--- src/rtl/mapping_pkg.sv ---
// Shared constants and state encoding for the compaction/scatter pair.
// Default geometry matches the upstream compaction stage.
package mapping_pkg;
  localparam int DEF_BS  = 16;
  localparam int DEF_DW  = 8;
  localparam int BS_BITS = $clog2(DEF_BS);

  typedef enum logic [1:0] {
    IDLE    = 2'd0,
    SCATTER = 2'd1,
    DONE    = 2'd2
  } state_e;
endpackage

--- src/rtl/mapping_scatter_lowest_one_enc.sv ---
// Priority encoder: index of the lowest set bit (bit 0 = i_vec[0]) plus an any-set flag.
// Purely combinational.
module lowest_one_enc
  import mapping_pkg::*;
#(
  parameter int BS = DEF_BS,
  parameter int IW = BS_BITS
) (
  input  logic [0:BS-1] i_vec,
  output logic [IW-1:0] o_idx,
  output logic          o_any
);

  // Scan downwards so the lowest set index is the final assignment.
  always_comb begin
    o_idx = '0;
    o_any = 1'b0;
    for (int i = BS - 1; i >= 0; i--) begin
      if (i_vec[i]) begin
        o_idx = IW'(i);
        o_any = 1'b1;
      end
    end
  end

endmodule

--- src/rtl/mapping_scatter.sv ---
// Restores compacted beats to their original slot positions; emits the full vector when all selected slots fill.
// MAPPING_SCATTER_HOLD_EN: unselected slots keep the previous frame's data instead of being zeroed on load.
module mapping_scatter
  import mapping_pkg::*;
#(
  parameter int BS = DEF_BS,
  parameter int DW = DEF_DW
) (
  input  logic                  clk,
  input  logic                  rst,
  input  logic                  load,
  input  logic [0:BS-1]         candidate_list,
  output logic                  load_ready,
  input  logic                  in_valid,
  input  logic [DW-1:0]         in_data,
  output logic                  in_ready,
  output logic                  out_valid,
  input  logic                  out_ready,
  output logic [BS*DW-1:0]      out_data,
  output logic [0:BS-1]         out_mask,
  output logic [$clog2(BS):0]   remaining
);

  localparam int IW = $clog2(BS);
  localparam int RW = IW + 1;

  state_e          r_state;
  logic [0:BS-1]   r_pending;
  logic [0:BS-1]   r_mask;
  logic [BS*DW-1:0] r_data;
  logic [RW-1:0]   r_remaining;

  logic [IW-1:0]   w_idx;
  logic            w_any;
  logic [RW-1:0]   w_pop;

  lowest_one_enc #(
    .BS (BS),
    .IW (IW)
  ) u_enc (
    .i_vec (r_pending),
    .o_idx (w_idx),
    .o_any (w_any)
  );

  always_comb begin
    w_pop = '0;
    for (int i = 0; i < BS; i++) begin
      w_pop = w_pop + RW'(candidate_list[i]);
    end
  end

  always_ff @(posedge clk) begin
    if (rst) begin
      r_state     <= IDLE;
      r_pending   <= '0;
      r_mask      <= '0;
      r_data      <= '0;
      r_remaining <= '0;
    end else begin
      case (r_state)
        IDLE: begin
          if (load) begin
            r_mask      <= candidate_list;
            r_pending   <= candidate_list;
            r_remaining <= w_pop;
`ifdef MAPPING_SCATTER_HOLD_EN
`else
            r_data      <= '0;
`endif
            r_state     <= (|candidate_list) ? SCATTER : DONE;
          end
        end
        SCATTER: begin
          // Beat n lands on the n-th lowest selected slot, mirroring compaction order.
          if (in_valid && w_any) begin
            r_data[int'(w_idx)*DW +: DW] <= in_data;
            r_pending[w_idx]             <= 1'b0;
            r_remaining                  <= r_remaining - RW'(1);
            if (r_remaining == RW'(1)) begin
              r_state <= DONE;
            end
          end
        end
        DONE: begin
          if (out_ready) begin
            r_state <= IDLE;
          end
        end
        default: r_state <= IDLE;
      endcase
    end
  end

  assign load_ready = (r_state == IDLE);
  assign in_ready   = (r_state == SCATTER);
  assign out_valid  = (r_state == DONE);
  assign out_data   = r_data;
  assign out_mask   = r_mask;
  assign remaining  = r_remaining;

endmodule

--- config.mk ---
export PLATFORM = sky130hd
export DESIGN_NAME = mapping_scatter
export DESIGN_NICKNAME = d
export VERILOG_FILES = /design/src/rtl/mapping_pkg.sv /design/src/rtl/mapping_scatter_lowest_one_enc.sv /design/src/rtl/mapping_scatter.sv
export SDC_FILE = /design/constraint.sdc
export NUM_CORES = 1
export LEC_CHECK = 0
export CORE_UTILIZATION = 25
export CTS_CLUSTER_DIAMETER = 30
export CTS_CLUSTER_SIZE = 8
export DETAILED_ROUTE_END_ITERATION = 10
export HOLD_SLACK_MARGIN = 0.1
export PLACE_DENSITY = 0.44
export SLEW_MARGIN = 20
export SYNTH_ARGS = -nofsm -noshare
export SYNTH_HDL_FRONTEND = slang
export SYNTH_SLANG_ARGS = --single-unit
--- constraint.sdc ---
create_clock -name clk -period 6.3 [get_ports clk]
set_input_delay 1.89 -clock clk [delete_from_list [all_inputs] [get_ports clk]]
set_output_delay 1.89 -clock clk [all_outputs]
set_load 0.1 [all_outputs]
* After elaboration in Yosys (flattened, before gate mapping)
Index checks and enable logic that the tools add are counted.
W data, S select, Z words.
** Operators by class
- Add/sub/neg operators :: 17
- Magnitude comparators :: 2
- Equal/unequal tests :: 7
- Shifts and indexed selects :: 2
- Multiplexer cells :: 50
- Bitwise logic cells :: 3
- Reduce and logical (&&, ||, !) cells :: 8
** Operators by type and width (count)
- $mux W128 :: 2
- $pmux W128 S2 :: 1
- $bwmux W128 :: 1
- $shift A8 B33 Y128 const A :: 1
- $shiftx A8 B33 Y128 :: 1
- $mux W4 :: 16
- $add A5 B1 Y5 :: 11
- $neg A7 Y33 :: 1
- $mux W16 :: 2
- $pmux W16 S2 :: 1
- $mux W1 :: 17
- $and A16 B16 Y16 :: 1
- $not A16 Y16 :: 1
- $reduce_or A16 Y1 :: 1
- $mux W2 :: 5
- $mux W5 :: 2
- $pmux W5 S2 :: 1
- $ne A2 B1 Y1 const B :: 3
- $pmux W2 S3 :: 1
- $add A4 B1 Y5 :: 1
- $eq A5 B1 Y1 const B :: 1
- $ge A5 B5 Y1 const B :: 1
- $lt A5 B1 Y1 const B :: 1
- $not A4 Y5 :: 1
- other kinds (14) :: 15
** Word-level totals
- Register bits :: 167
- Bits of input ports :: 29
- Output and inout bits :: 152
- Word-level logic and storage cells :: 94

* Logic depth before layout (Yosys ltp)
Gate-level depths: netlist (run 1).
- Word-level depth :: 25
- Mapped depth :: 14

* Cells and area by module
A second synthesis (run 1) with hierarchy kept.
** Unflattened totals
- Cells, all modules :: 699
- Area, all modules :: 6775.2 um2
** By module, submodules not included
- mapping_scatter :: times used 1, cells an instance 666, area an instance 6596.3 um2, seq. area each 3343.2 um2
- lowest_one_enc :: times used 1, cells an instance 33, area an instance 178.9 um2, seq. area each 0.0 um2

* Worst setup path before layout (run 1)
Ideal clock, no wire load.
- Path kind :: input to register
- Start :: in candidate_list[15] in the netlist's numbering
- End :: reg r_remaining[2], in the netlist remaining[2]
- Setup time :: 0.128 ns
- Data arrival time :: 4.939 ns
- Data required time :: 6.172 ns
- Setup slack :: 1.234 ns
- Cell stages on the path :: 13
- Path buffers :: 0
- Cells stage by stage :: fa_1 > inv_1 > fa_1 > fa_1 > fa_1 > inv_1 > ha_1 > inv_1 > fa_1 > nor2b_1 > o22ai_1 > a22oi_1 > nor2_1
** Between the ends
- Longest elaborated chain between the ends :: 3
** RTL lines
- start, declared :: RTL line mapping_scatter.sv:12 : input logic [0:BS-1] candidate_list,
- $add A5 B1 Y5 :: RTL line mapping_scatter.sv:49 : w_pop = w_pop + RW'(candidate_list[i]);
- $mux W5 :: RTL line mapping_scatter.sv:63 : if (load) begin
- $pmux W5 S2 :: RTL line mapping_scatter.sv:61 : case (r_state)
- end signal, assigned :: RTL line mapping_scatter.sv:66 : r_remaining <= w_pop;
- end signal, assigned :: RTL line mapping_scatter.sv:79 : r_remaining <= r_remaining - RW'(1);
- end, declared :: RTL line mapping_scatter.sv:31 : logic [RW-1:0] r_remaining;
Every way passes these cells. The select of a mux whose other input is x is not followed.
A chain may end at the register's enable or synchronous reset.

* Worst setup path in the final report (run 1)
- Start :: in candidate_list[10] in the netlist's numbering
- End :: reg r_remaining[2], in the netlist remaining[2]
** Between the ends
- Longest elaborated chain between the ends :: 8
** RTL lines (RTL line)
- $add A5 B1 Y5 (6 in series) :: mapping_scatter.sv:49
- $mux W5 :: mapping_scatter.sv:63
- $pmux W5 S2 :: mapping_scatter.sv:61
Every way passes these cells. The select of a mux whose other input is x is not followed.

==> summary.txt, run 1 <==
Synth
  – Syn Area/Cell: 9.97 µm²
  – Synthesized-area fraction occupied by and/or/nand/nor cells: 15.8%
  – Register area share after synthesis: around 47%
  – Post-synthesis compound-gate area fraction: 23.4%
  – Synth warn: 0
  – Post-Syn Instances: 714
  – Async S/R FF share, synth: 0%
  – Yosys reg bits: 167
  – Mapped Area: 7120 µm²
  – Synth Area in XOR/XNOR: less than 1%
  – Most used DFF post-synth: dfxtp_1
  – Post-synth EDFFs: 0
  – Synth Area in Adders: 5.10%
  – Largest family of logic cells by synthesized area: compound AO/OA/AOI/OAI gates
  – Post-synthesis mux area share: under 10%
  – Synth cell types: approximately 70
  – Syn_nets: 766

Clocking
  – CTS resizes: 0
  – Root Buffer: clkbuf_16
  – Postcts setup bufs: 0
  – Reg clk slew, reported paths: 70 ps
  – Cts hold-fix bufs: 0
  – Skew-Pair Late Insertion Delay: 420 ps
  – CTS H-tree depth: 4
  – TritonCTS Buffers: 17
  – Clock Sinks: around 170
  – Max Buffers Root-to-Sink: 2
  – CTS tree: built

STA
  – Peak Freq: around 0.19 GHz
  – Worst slew margin: 28.7%
  – Setup TNS: 0 ps
  – Clock skew: 11.6 ps
  – Post-route minimum period: approximately 5200 ps
  – Max-slew violations: 0
  – Part of the cycle the worst path needs: a little over four fifths
  – # setup viols final: 0
  – Final Hold Vio Count: 0
  – Worst Tran Pin Value: 1070 ps
  – RSZ-0062 raised after global routing: no

Setup path
  – Worst setup SP type: input port
  – WP data required: 6580 ps
  – Critical path arrival: 5530 ps
  – Crit Path Class: input port to register
  – Crit-path max FO: 3
  – Nature of the critical path endpoint: register

Global routing
  – Total GRT Usage: approximately 17%
  – Initial antenna violation count: 0
  – First-pass GRT wire length: 37.3 mm
  – GR Overflow Total: 0
  – Vias in the first global route: between 6k and 7k
  – Largest net degree at the start of global routing: 47

Placed design
  – Detailed Place HPWL: 17.5 mm
  – Gpl congestion: between 0.7 and 0.8
  – Number of port buffers: between 150 and 200

Finish
  – Core Util, Final: 35.5%
  – N_diodes: 0
  – Layout cells sized above 1: 8.48%
  – NumNets Final: 936
  – Most common cell after layout, fill and taps aside: clkdlybuf4s50_1
  – Area Growth Syn to Fin: 38.8%
  – Most frequent cells in the layout: clkdlybuf4s50_1 (179), dfxtp_1 (167), nand2_1 (111)

Power and ir drop
  – Lkg Pwr: 0.00367 µW
  – Power per cell area: about 340 nW/µm²
  – Max IR drop VDD: 0.000218 V

Run
  – Maxcap violations: 0

Route
  – Drt wl/cell: 19.1 µm
  – Vias: around 6k
  – Residual DRC count: 0
  – Final wirelength: 24.4 mm
  – ANT nets after route: 0
  – Vias/cell: around 4.8
  – Pre-antenna DRT Iters: 6
  – 1st-iter DRT viols: 380

Floorplan
  – Die Wd: 171 µm
  – Initial Util: 25.6%
  – Core Footprint: 27900 µm²
  – Die ar.: between 20000 and 30000 µm²
  – Ports: 181
  – Die Y: roughly 170 µm
  – Site Rows: 61

Status
  – Outcome: finished, final reports clean

Min path
  – Class of the worst hold path: register to register
logic make-up after synthesis:
logic type,Yosys count
AND/OR/NAND/NOR,212
AO/OA/AOI/OAI,211
flip-flops,167
buffers and inverters,64
multiplexers,36
adder cells (fa/ha/maj),23
XOR/XNOR,1
layer usage:
layer	wire length (µm)	global-route usage, %
met2	11200	26.7
met3	1060	3.35
met4	120	3.72
met1	12000	23.6
met5	0	0
state kept, by name, indices dropped and copies added, names as in the netlist:
signal / cells
out_data: 128
out_mask: 16
r_pending: 16
remaining: 5
r_state: 2
worst max-delay path, cell delays in order:
cell and delay, ps:
clkdlybuf4s50_1 500, inv_1 70, fa_1 550, fa_1 440
fa_1 530, fa_1 400, inv_1 60, ha_1 160
inv_1 50, fa_1 380, nor2b_1 150, o22ai_1 100
a22oi_1 190, nor2_1 60
final timing paths:
path,start,end,slack (ps),cells past startpoint
min,out_mask[5],out_mask[5],450,2
max,candidate_list[10],remaining[2],1050,14
max reg2reg,r_pending[1],out_data[115],2680,12
min reg2reg,out_mask[5],out_mask[5],450,2
metrics by stage:
stage | instance area (µm²) | total power (µW) | std cells | setup slack, ps | hold slack, ps
after floorplan | 7120 | 2040 | 714 | 1230 | 479
after global placement | 9290 | 2350 | 1243 | 613 | 444
after detailed placement | 9290 | 2350 | 1243 | 606 | 446
after CTS | 9880 | 3440 | 1274 | 1040 | 456
after global routing | 9880 | 3590 | 1274 | 809 | 469
final | 9880 | 3400 | 1274 | 1050 | 454
area by class of cell:
type / count / area (µm²)
fillers: 2852 / 18000
multi-input cells: 483 / 3530
flip-flops and latches: 167 / 3340
repair buffers: 184 / 1830
well taps: 378 / 473
clock buffers: 21 / 450
clock inverters: 10 / 145
inverters: 31 / 116
synth_stat cells, drive strengths merged (19+ instances only):
cell	instances	area, µm²
o21ai	29	156
dfxtp	167	3340
a22o	19	166
mux2i	32	320
clkbuf	23	86.3
inv	29	109
a32o	33	330
a21oi	44	231
nand2	114	435
o2bb2ai	32	280
nor2	29	111
where the power goes:
| group | leakage [µW] | switching, µW | internal, µW |
|---|---|---|---|
| combinational | 0.00204 | 836 | 331 |
| clock | 0.000284 | 443 | 636 |
| sequential | 0.00135 | 58.4 | 1100 |
Power figures use the tool's default switching activity.
==> run 2: changes to the inputs <==
Settings changed: PLACE_DENSITY 0.44 to 0.46.
Clock period 6.3 ns to 4.75 ns, I/O delays scaled along.
==> run 2 against run 1 <==
Hold slack better by 2.5 ps. Clock power is 31% higher. Critical path depth is 1 higher. Largest cell class unchanged. Largest power group unchanged.
==> summary.txt, run 2 (synthesis results as in run 1) <==
Status
  – Outcome: finished, final reports clean

Route
  – 1st-iter DRT viols: 395
  – Pre-antenna DRT Iters: 6
  – Vias/cell: 4.77
  – Final wirelength: 23.8 mm
  – ANT nets after route: 0
  – Vias: 6183
  – Drt wl/cell: 18.4 µm
  – Residual DRC count: 0

Global routing
  – Initial antenna violation count: 0
  – GR Overflow Total: 0
  – Vias in the first global route: 5968
  – Largest net degree at the start of global routing: 47
  – First-pass GRT wire length: approximately 37 mm
  – Total GRT Usage: 16.6%

Placed design
  – Detailed Place HPWL: approximately 17 mm
  – Number of port buffers: 180
  – Pre-CTS setup slack: -462 ps
  – Gpl congestion: 0.778
  – DP Area: 9440 µm²

STA
  – Post-route setup slack: 353 ps
  – RSZ-0062 raised after global routing: no
  – Clock skew: 8.73 ps
  – Part of the cycle the worst path needs: a little over 90%
  – Worst Tran Pin Value: 1070 ps
  – # setup viols final: 0
  – Max-slew violations: 0
  – Post-route minimum period: 4400 ps
  – Peak Freq: 0.227 GHz
  – Final Hold Vio Count: 0
  – Worst slew margin: 28.7%

Power and ir drop
  – Comb pwr share: 35.2%
  – Seq pwr share: 33.5%
  – Pint: 2740 µW
  – Lkg Pwr: 0.00385 µW
  – Power per cell area: 450 nW/µm²
  – Net Sw Power: 1800 µW
  – Max IR drop VDD: 0.000288 V
  – Share of total power in the clock network: approximately 31%
  – Sw Share: 39.7%

Setup path
  – Worst setup SP type: input port
  – Critical-path top delay cell: fa_2
  – CP max stage delay: roughly 540 ps
  – Crit Path Class: input port to register
  – Top delay family on crit path: adder cells
  – WP buf/inv: 4
  – Critical path arrival: 4750 ps
  – Critical path cell sequence: dlymetal6s2s_1, fa_1, inv_1, fa_1, fa_2, fa_1, inv_1, ha_2, inv_1, fa_2, nor2b_2, o21ai_1, o21ai_1, nand2_1, a21oi_1
  – WP data required: just over 5000 ps
  – Nature of the critical path endpoint: register
  – Crit-path max FO: 2

Clocking
  – Skew-Pair Late Insertion Delay: between 400 and 500 ps
  – Cts hold-fix bufs: 0
  – Reg clk slew, reported paths: approximately 60 ps
  – Postcts setup bufs: 0
  – Clock Sinks: between 150 and 200
  – CTS tree: built
  – Max Buffers Root-to-Sink: 2
  – CTS H-tree depth: 4
  – TritonCTS Buffers: 17
  – Root Buffer: clkbuf_16

Floorplan
  – Core Footprint: 27900 µm²
  – Die Y: 171 µm
  – Site Rows: 61
  – Die ar.: ~29000 µm²
  – Ports: about 180
  – Die Wd: 171 µm
  – Initial Util: 25.6%

Finish
  – Most frequent cells in the layout: clkdlybuf4s50_1 (169), dfxtp_1 (167), nand2_1 (111)
  – Layout cells sized above 1: 11.9%
  – NumNets Final: 957
  – Post-route cell area: 10100 µm²
  – Filler instances: roughly 2.8k
  – Most common cell after layout, fill and taps aside: clkdlybuf4s50_1
  – Max reg flops: 128
  – N_diodes: 0
  – Core Util, Final: 36.2%
  – Area Growth Syn to Fin: 41.6%

Min path
  – Class of the worst hold path: register to register

Run
  – Maxcap violations: 0
[run 2: final cells by class]
| class | count | area (µm²) | share of cell area (%) |
|---|---|---|---|
| clock inverters | 12 | 140 | 1.39 |
| clock buffers | 20 | 457 | 4.53 |
| multi-input cells | 483 | 3540 | 35.2 |
| repair buffers | 205 | 2000 | 19.9 |
| well taps | 378 | 473 | 4.69 |
| inverters | 31 | 116 | 1.15 |
| flip-flops and latches | 167 | 3340 | 33.2 |
[run 2: worst register-to-register path, cell delays in order, from the launching register on]
cell,delay (ps)
dfxtp_1,400
nor3_1,250
nand2_1,100
o2111ai_2,170
buf_4,250
clkinv_1,300
a211oi_1,300
ha_1,340
nor2_1,130
o211a_1,300
nor4b_2,700
a32oi_1,200
nand2_1,90
[run 2: worst paths after layout]
check                           slack [ps]               start  cells past startpoint       endpoint
worst max-delay path                   350  candidate_list[15]                     15   remaining[4]
worst min-delay path                   460        out_data[89]                      2   out_data[89]
worst max register to register        1190        r_pending[1]                     12  out_data[114]
worst min register to register         460        out_data[89]                      2   out_data[89]
[run 2: per-stage QoR]
step	instances	setup TNS [ps]	hold WS (ps)	total power, µW
after floorplan	714	0	479	2700
after global placement	1264	-1540	443	3140
after detailed placement	1264	-1580	446	3120
after CTS	1296	-4.03	459	4560
after global routing	1296	0	476	4780
final	1296	0	457	4530
[run 2: routing by layer]
| metal | track usage (%) | part of all wire (%) |
|---|---|---|
| met5 | 0 | 0 |
| met4 | 4.39 | 0.92 |
| met3 | 3.17 | 4.5 |
| met2 | 25.9 | 46 |
| met1 | 23.2 | 49 |
[run 2: power groups by stage]
stage	Combinational [µW]	Clock, µW	Sequential (µW)
floorplan	914	0	1790
detailed placement	1570	0	1550
finish	1600	1420	1520
CTS	1590	1460	1520
global placement	1590	0	1550
global route	1730	1530	1530
[run 2: repair_timing]
item / in CTS / in global routing
endpoints found under the setup margin: 2 / 4
resized for setup: 2 / 17
pin swaps: 2 / 9
==> edit 1, RTL diff (flow settings as in run 1) <==
Make the reset (`rst`) asynchronous in one clocked block.
--- a/src/rtl/mapping_scatter.sv
+++ b/src/rtl/mapping_scatter.sv
@@ -51,5 +51,5 @@
   end
 
-  always_ff @(posedge clk) begin
+  always_ff @(posedge clk or posedge rst) begin
     if (rst) begin
       r_state     <= IDLE;
Check against the original RTL: not equivalent (a bounded check fails within 4 cycles, from zero or initial values and one cycle with rst high; the reset may be asserted at any time).
==> edit 1 against run 1 <==
  * Core utilization shrank 0.91 points
  * Setup slack lost 0.044 ns
  * Sequential cell count is the same
  * First-iteration DRC count shrank 9.7%
  * Routed wire length grew 5.0%
  * Synthesized area grew 11%
  * Cell area grew 8.1%
  * Critical path type unchanged
  * Critical endpoint is now remaining[2]$_DFFE_PP0P_
Power is left out: the tool's default activity adds up to more than one toggle a clock period on the data nets, which glitch-free logic cannot reach.
==> edit 1: results (changes against run 1) <==
status:
  status: "complete, no violations"
timing:
  maxSlewHeadroom_pct: 26.4  # -2.3 points
  hold_violation_total_from_the_final_report: 0  # unchanged
  final.setup_skew_ns: 0.0134  # +0.00177 ns
detailed_routing:
  maxUsedRoutingLayer: "met4"
  route.final.wire_length_um: 25600  # +5.0%
  drt-vias-per-instance: 4.59  # -4.1%
  drt_pass1_iterations: 6  # unchanged
  first_iteration_detailed_routing_drc_count: 343  # -9.7%
  dr_wl_met3_um: 888  # -16%
  wirelength_met1_um: 12500  # +4.9%
  wl_met2_um: 12000  # +6.6%
logic_synthesis:
  synthesis.yosys.warnings: 0  # unchanged
  post_synth_num_cell_types: 64  # -7.2%
  synth.top_cells.by_area: "dfrtp_1 (53%), mux2i_1 (12%), nand2_1 (8.6%)"
  synth-async-reset-ratio_pct: 100  # +100 points
  syn-num-nets: 794  # +3.7%
  flip_flop_cell_with_the_highest_count_after_synthesis: "dfrtp_1"
  synth_sequential_area_ratio_pct: 52.7  # +5.8 points
  synth_commonest_cells: "nand2_1 (182), dfrtp_1 (167), mux2i_1 (96)"
grt:
  antenna_violations_before_repair: 0  # unchanged
  grt_pass1_wl_um: 39600  # +6.3%
  grt_start_max_net_pins: 110  # +130%
  grt.total_usage_pct: 16.1  # -0.81 points
  globalRoute.totalOverflow: 0  # unchanged
  via_count_of_the_first_global_routing_pass: 6136  # +1.4%
finish:
  largest_register_ff_count: 128  # unchanged
  insertedDiodeCount: 0  # unchanged
  post_route_cells_drive_above_1_share_pct: 7.36  # -1.1 points
  fillerInstances: 3170  # +11%
  layout.nets: 963  # +2.9%
clock_network:
  cts.clk_slew.worst_paths_ns: 0.07  # about the same
  ctsResizeCount: 0  # unchanged
  cell_at_the_root_of_the_clock_tree: "clkbuf_16"
  post_cts.repair.setup_buffers: 0  # unchanged
  htree_levels: 4  # unchanged
  clkLatencyLatePin_ns: 0.43
setup_path:
  worstPathArrival_ns: 5.60  # +0.07 ns
  worst_r2r_path_depth: 9  # -3
  cp_top_family: "adder cells"
  worst_path_max_delay_cell: "fa_1"
  cp_max_fo: 3  # unchanged
place:
  number_of_i_o_port_buffers: 180  # unchanged
  dp_hpwl_um: 17700  # +1.1%
  place_congestion: 0.768  # +1.4%
worst_hold_path:
  min_delay_path_depth: 2  # unchanged
edit 1: cell count changes in the layout (fill, tap and decap cells not counted), moves of 10 or more:
cell,change
a21oi_1,-25
a22o_1,-10
nand2_1,+70
o2bb2ai_1,-32
dfrtp_1,+167
a32o_1,-17
mux2i_1,+64
dfxtp_1,-167
edit 1: path summary, 6_finish.rpt:
kind	startpoint	to	slack (ns)
max	candidate_list[15]	remaining[2]$_DFFE_PP0P_	1.01
min	out_mask[6]$_DFFE_PP0P_	out_mask[6]$_DFFE_PP0P_	0.47
max reg2reg	r_pending[4]$_DFFE_PP0P_	out_data[14]$_DFFE_PP0P_	2.24
min reg2reg	out_mask[6]$_DFFE_PP0P_	out_mask[6]$_DFFE_PP0P_	0.47
max in group asynchronous	rst	out_data[66]$_DFFE_PP0P_	3.68
min in group asynchronous	rst	out_data[9]$_DFFE_PP0P_	1.94
edit 1: area by class of cell:
| type | count | share of cell area [%] |
|---|---|---|
| clock buffer | 19 | 4.24 |
| clock inverter | 13 | 1.01 |
| inverter | 38 | 1.37 |
| multi-input combinational | 501 | 32.2 |
| sequential | 167 | 39.1 |
| tap | 396 | 4.64 |
| timing repair buffer | 186 | 17.4 |
edit 1: stage by stage:
step	instances	hold slack [ns]	setup WS (ns)	area, µm²	util (%)
global placement	1288	0.461	0.589	10100	32.8
CTS	1320	0.481	1.02	10700	34.6
finish	1320	0.473	1.01	10700	34.6
detailed placement	1288	0.464	0.561	10100	32.8
global route	1320	0.495	0.845	10700	34.6
floorplan	742	0.481	1.19	7930	-
edit 1: cells by family after synthesis:
kind of cell | after synthesis | synth area share (%)
adder cells (fa/ha/maj) | 23 | 4.58
AND/OR/NAND/NOR | 274 | 16.2
multiplexers | 96 | 12.1
AO/OA/AOI/OAI | 107 | 10.1
XOR/XNOR | 1 | 0.111
buffers and inverters | 74 | 4.17
flip-flops | 167 | 52.7
edit 1: worst min-delay path, cell delays in order, from the launching register on:
cell     delay [ns]
dfrtp_1        0.34
nand2_1        0.05
nand2_1        0.05
edit 1: routing by layer:
metal  up-vias  global-route usage, %
met3        17                   2.81
met2       150                   25.6
met4         0                   4.14
met5         -                      0
met1      2998                   22.6
li1       2894                      -
==> edit 2, RTL diff (settings of run 1) <==
Without the edit above. Add a define of `MAPPING_SCATTER_HOLD_EN`.
--- a/src/rtl/mapping_scatter.sv
+++ b/src/rtl/mapping_scatter.sv
@@ -1,4 +1,6 @@
 // Restores compacted beats to their original slot positions; emits the full vector when all selected slots fill.
 // MAPPING_SCATTER_HOLD_EN: unselected slots keep the previous frame's data instead of being zeroed on load.
+`define MAPPING_SCATTER_HOLD_EN
+
 module mapping_scatter
   import mapping_pkg::*;
Check against the original RTL: not settled (the Yosys comparison gave no result); the edit may change what the design does.
==> edit 2 against run 1 <==
  * Sequential cell count stayed put
  * Count of clock-buffer cells in the layout is 4 lower
  * Clock skew is 0.0083 ns higher
  * Routed wire length is 1.9% lower
  * Total power is 2.1% lower
  * Final cell count is 6.8% higher
  * Non-clock buffer count is 2 higher
  * Cell area is 5.1% higher
  * Sequential share of layout area is 1.6 points lower
  * Synthesized area is 7.5% higher
  * Setup slack better by 0.011 ns
  * Register-to-register slack worse by 0.48 ns
  * Worst hold slack better by 0.0055 ns
  * Largest cell class unchanged
  * Largest power group is now registers
==> edit 2: results (changes against run 1) <==
status:
  status: "complete, no violations"
grt:
  antenna_violations_before_repair: 0  # unchanged
  grt_start_max_net_pins: 118  # +150%
  grt.total_usage_pct: 15.4  # -1.5 points
  grt_pass1_wl_um: 36600  # -1.8%
  via_count_of_the_first_global_routing_pass: 6042  # -0.15%
clock_network:
  cts.clk_slew.worst_paths_ns: 0.07  # about the same
  ctsResizeCount: 0  # unchanged
  numClockSinks: 167  # unchanged
  htree_levels: 4  # unchanged
pwr:
  powerDensity_nw_per_um2: 320  # -6.9%
  p_seq_mw: 1.15
  internal_power_mw: 1.99  # -3.8%
  power.share.switching_pct: 40.4  # +1.1 points
  power.ir.vdd_worst_mv: 0.159  # -27%
  power_frac_clock_pct: 33.4  # +1.7 points
  power.leakage_nw: 4.12  # +12%
timing:
  final.setup_skew_ns: 0.0199  # +0.00828 ns
  maxSlewHeadroom_pct: 29.4  # +0.70 points
finish:
  fillerInstances: 3090  # +8.3%
  seqAreaFraction_pct: 32.2  # -1.6 points
  post_synthesis_to_final_layout_area_growth_pct: 35.8
  nClkBuffers: 17  # -19%
  post_route_cells_drive_above_1_share_pct: 7.21  # -1.3 points
  buf_share_pct: 17.8  # -0.73 points
  buffers: 186  # +1.1%
  clockNetworkAreaShare_pct: 6.02  # about the same
  layout.nets: 1010  # +7.9%
  multiInputCombCellCount: 556  # +15%
  layout.non_clock_inverters: 30  # -3.2%
  dominant-cell-class: "multi-input gates"
  multiInputGateArea_um2: 3980  # +13%
logic_synthesis:
  synth_sequential_area_ratio_pct: 43.7  # -3.3 points
  synth.top_cells.by_area: "dfxtp_1 (44%), mux2i_1 (12%), nand2b_1 (8.5%)"
  synth_commonest_cells: "dfxtp_1 (167), nand2b_1 (104), mux2i_1 (91)"
  syn-num-nets: 852  # +11%
  post_synth_num_cell_types: 57  # -17%
  avgSynthCellArea_um2: 9.56  # -4.1%
  synth-async-reset-ratio_pct: 0  # unchanged
detailed_routing:
  drt_pass1_iterations: 4  # -2
  route.final.wire_length_um: 23900  # -1.9%
  drt-vias-per-instance: 4.51  # -5.8%
  first_iteration_detailed_routing_drc_count: 431  # +13%
  wire_per_inst_um: 17.6  # -8.2%
setup_path:
  worstPathArrival_ns: 5.60  # +0.07 ns
  cp_max_fo: 3  # unchanged
place:
  place_congestion: 0.768  # +1.4%
  placedInstanceArea_um2: 9760  # +5.1%
  number_of_cells_in_the_design_after_placement: 1329  # +6.9%
  dp_slack_ns: 0.625  # +0.0192 ns
  dp_hpwl_um: 16700  # -4.5%
worst_hold_path:
  hp-class: "flip-flop to flip-flop"
edit 2: changes by cell type after synthesis, moves of 30 or more:
cell | run 1 | this run
nand2b_1 | 2 | 104
mux2i_1 | 32 | 91
nand2_1 | 111 | 65
a32o_1 | 33 | 0
o2bb2ai_1 | 32 | 0
nand3b_1 | 1 | 32
o21ai_0 | 27 | 57
edit 2: final timing paths:
| check | startpoint | to | slack, ns | depth (start not counted) |
|---|---|---|---|---|
| hold / removal | out_mask[12]$_SDFFE_PP0P_ | out_mask[12]$_SDFFE_PP0P_ | 0.46 | 2 |
| setup reg to reg | r_pending[0]$_SDFFE_PP0P_ | out_data[118]$_SDFFE_PP0P_ | 2.20 | 11 |
| setup / recovery | candidate_list[15] | remaining[4]$_SDFFE_PP0P_ | 1.07 | 15 |
| hold reg to reg | out_mask[12]$_SDFFE_PP0P_ | out_mask[12]$_SDFFE_PP0P_ | 0.46 | 2 |
edit 2: cell families after synthesis:
logic type / count (synthesis) / share of synthesized area [%]
AOI/OAI and AO/OA: 148 / 11.3
adders and majority gates: 23 / 4.74
DFF: 167 / 43.7
buffers and inverters: 77 / 4.33
and+or+nand+nor: 293 / 23.9
xor gates and xnor gates: 1 / 0.114
muxes: 91 / 11.9
edit 2: critical path, stage by stage:
cell,delay (ns)
clkdlybuf4s50_1,0.48
fa_1,0.57
inv_1,0.06
fa_1,0.48
fa_1,0.53
fa_1,0.40
inv_1,0.06
ha_1,0.16
inv_1,0.06
fa_1,0.38
nor2b_1,0.15
o21ai_0,0.09
nor2_1,0.08
o21ai_0,0.08
a21oi_1,0.16
edit 2: layer usage:
layer	global-route usage, %	part of all wire [%]	routed length [µm]	vias to the layer above
met5	0	0	0	-
met4	3.66	0.73	174	0
met3	2.73	3.7	889	8
met2	24.0	45	10800	142
met1	21.9	50	12000	2914
li1	-	-	-	3071
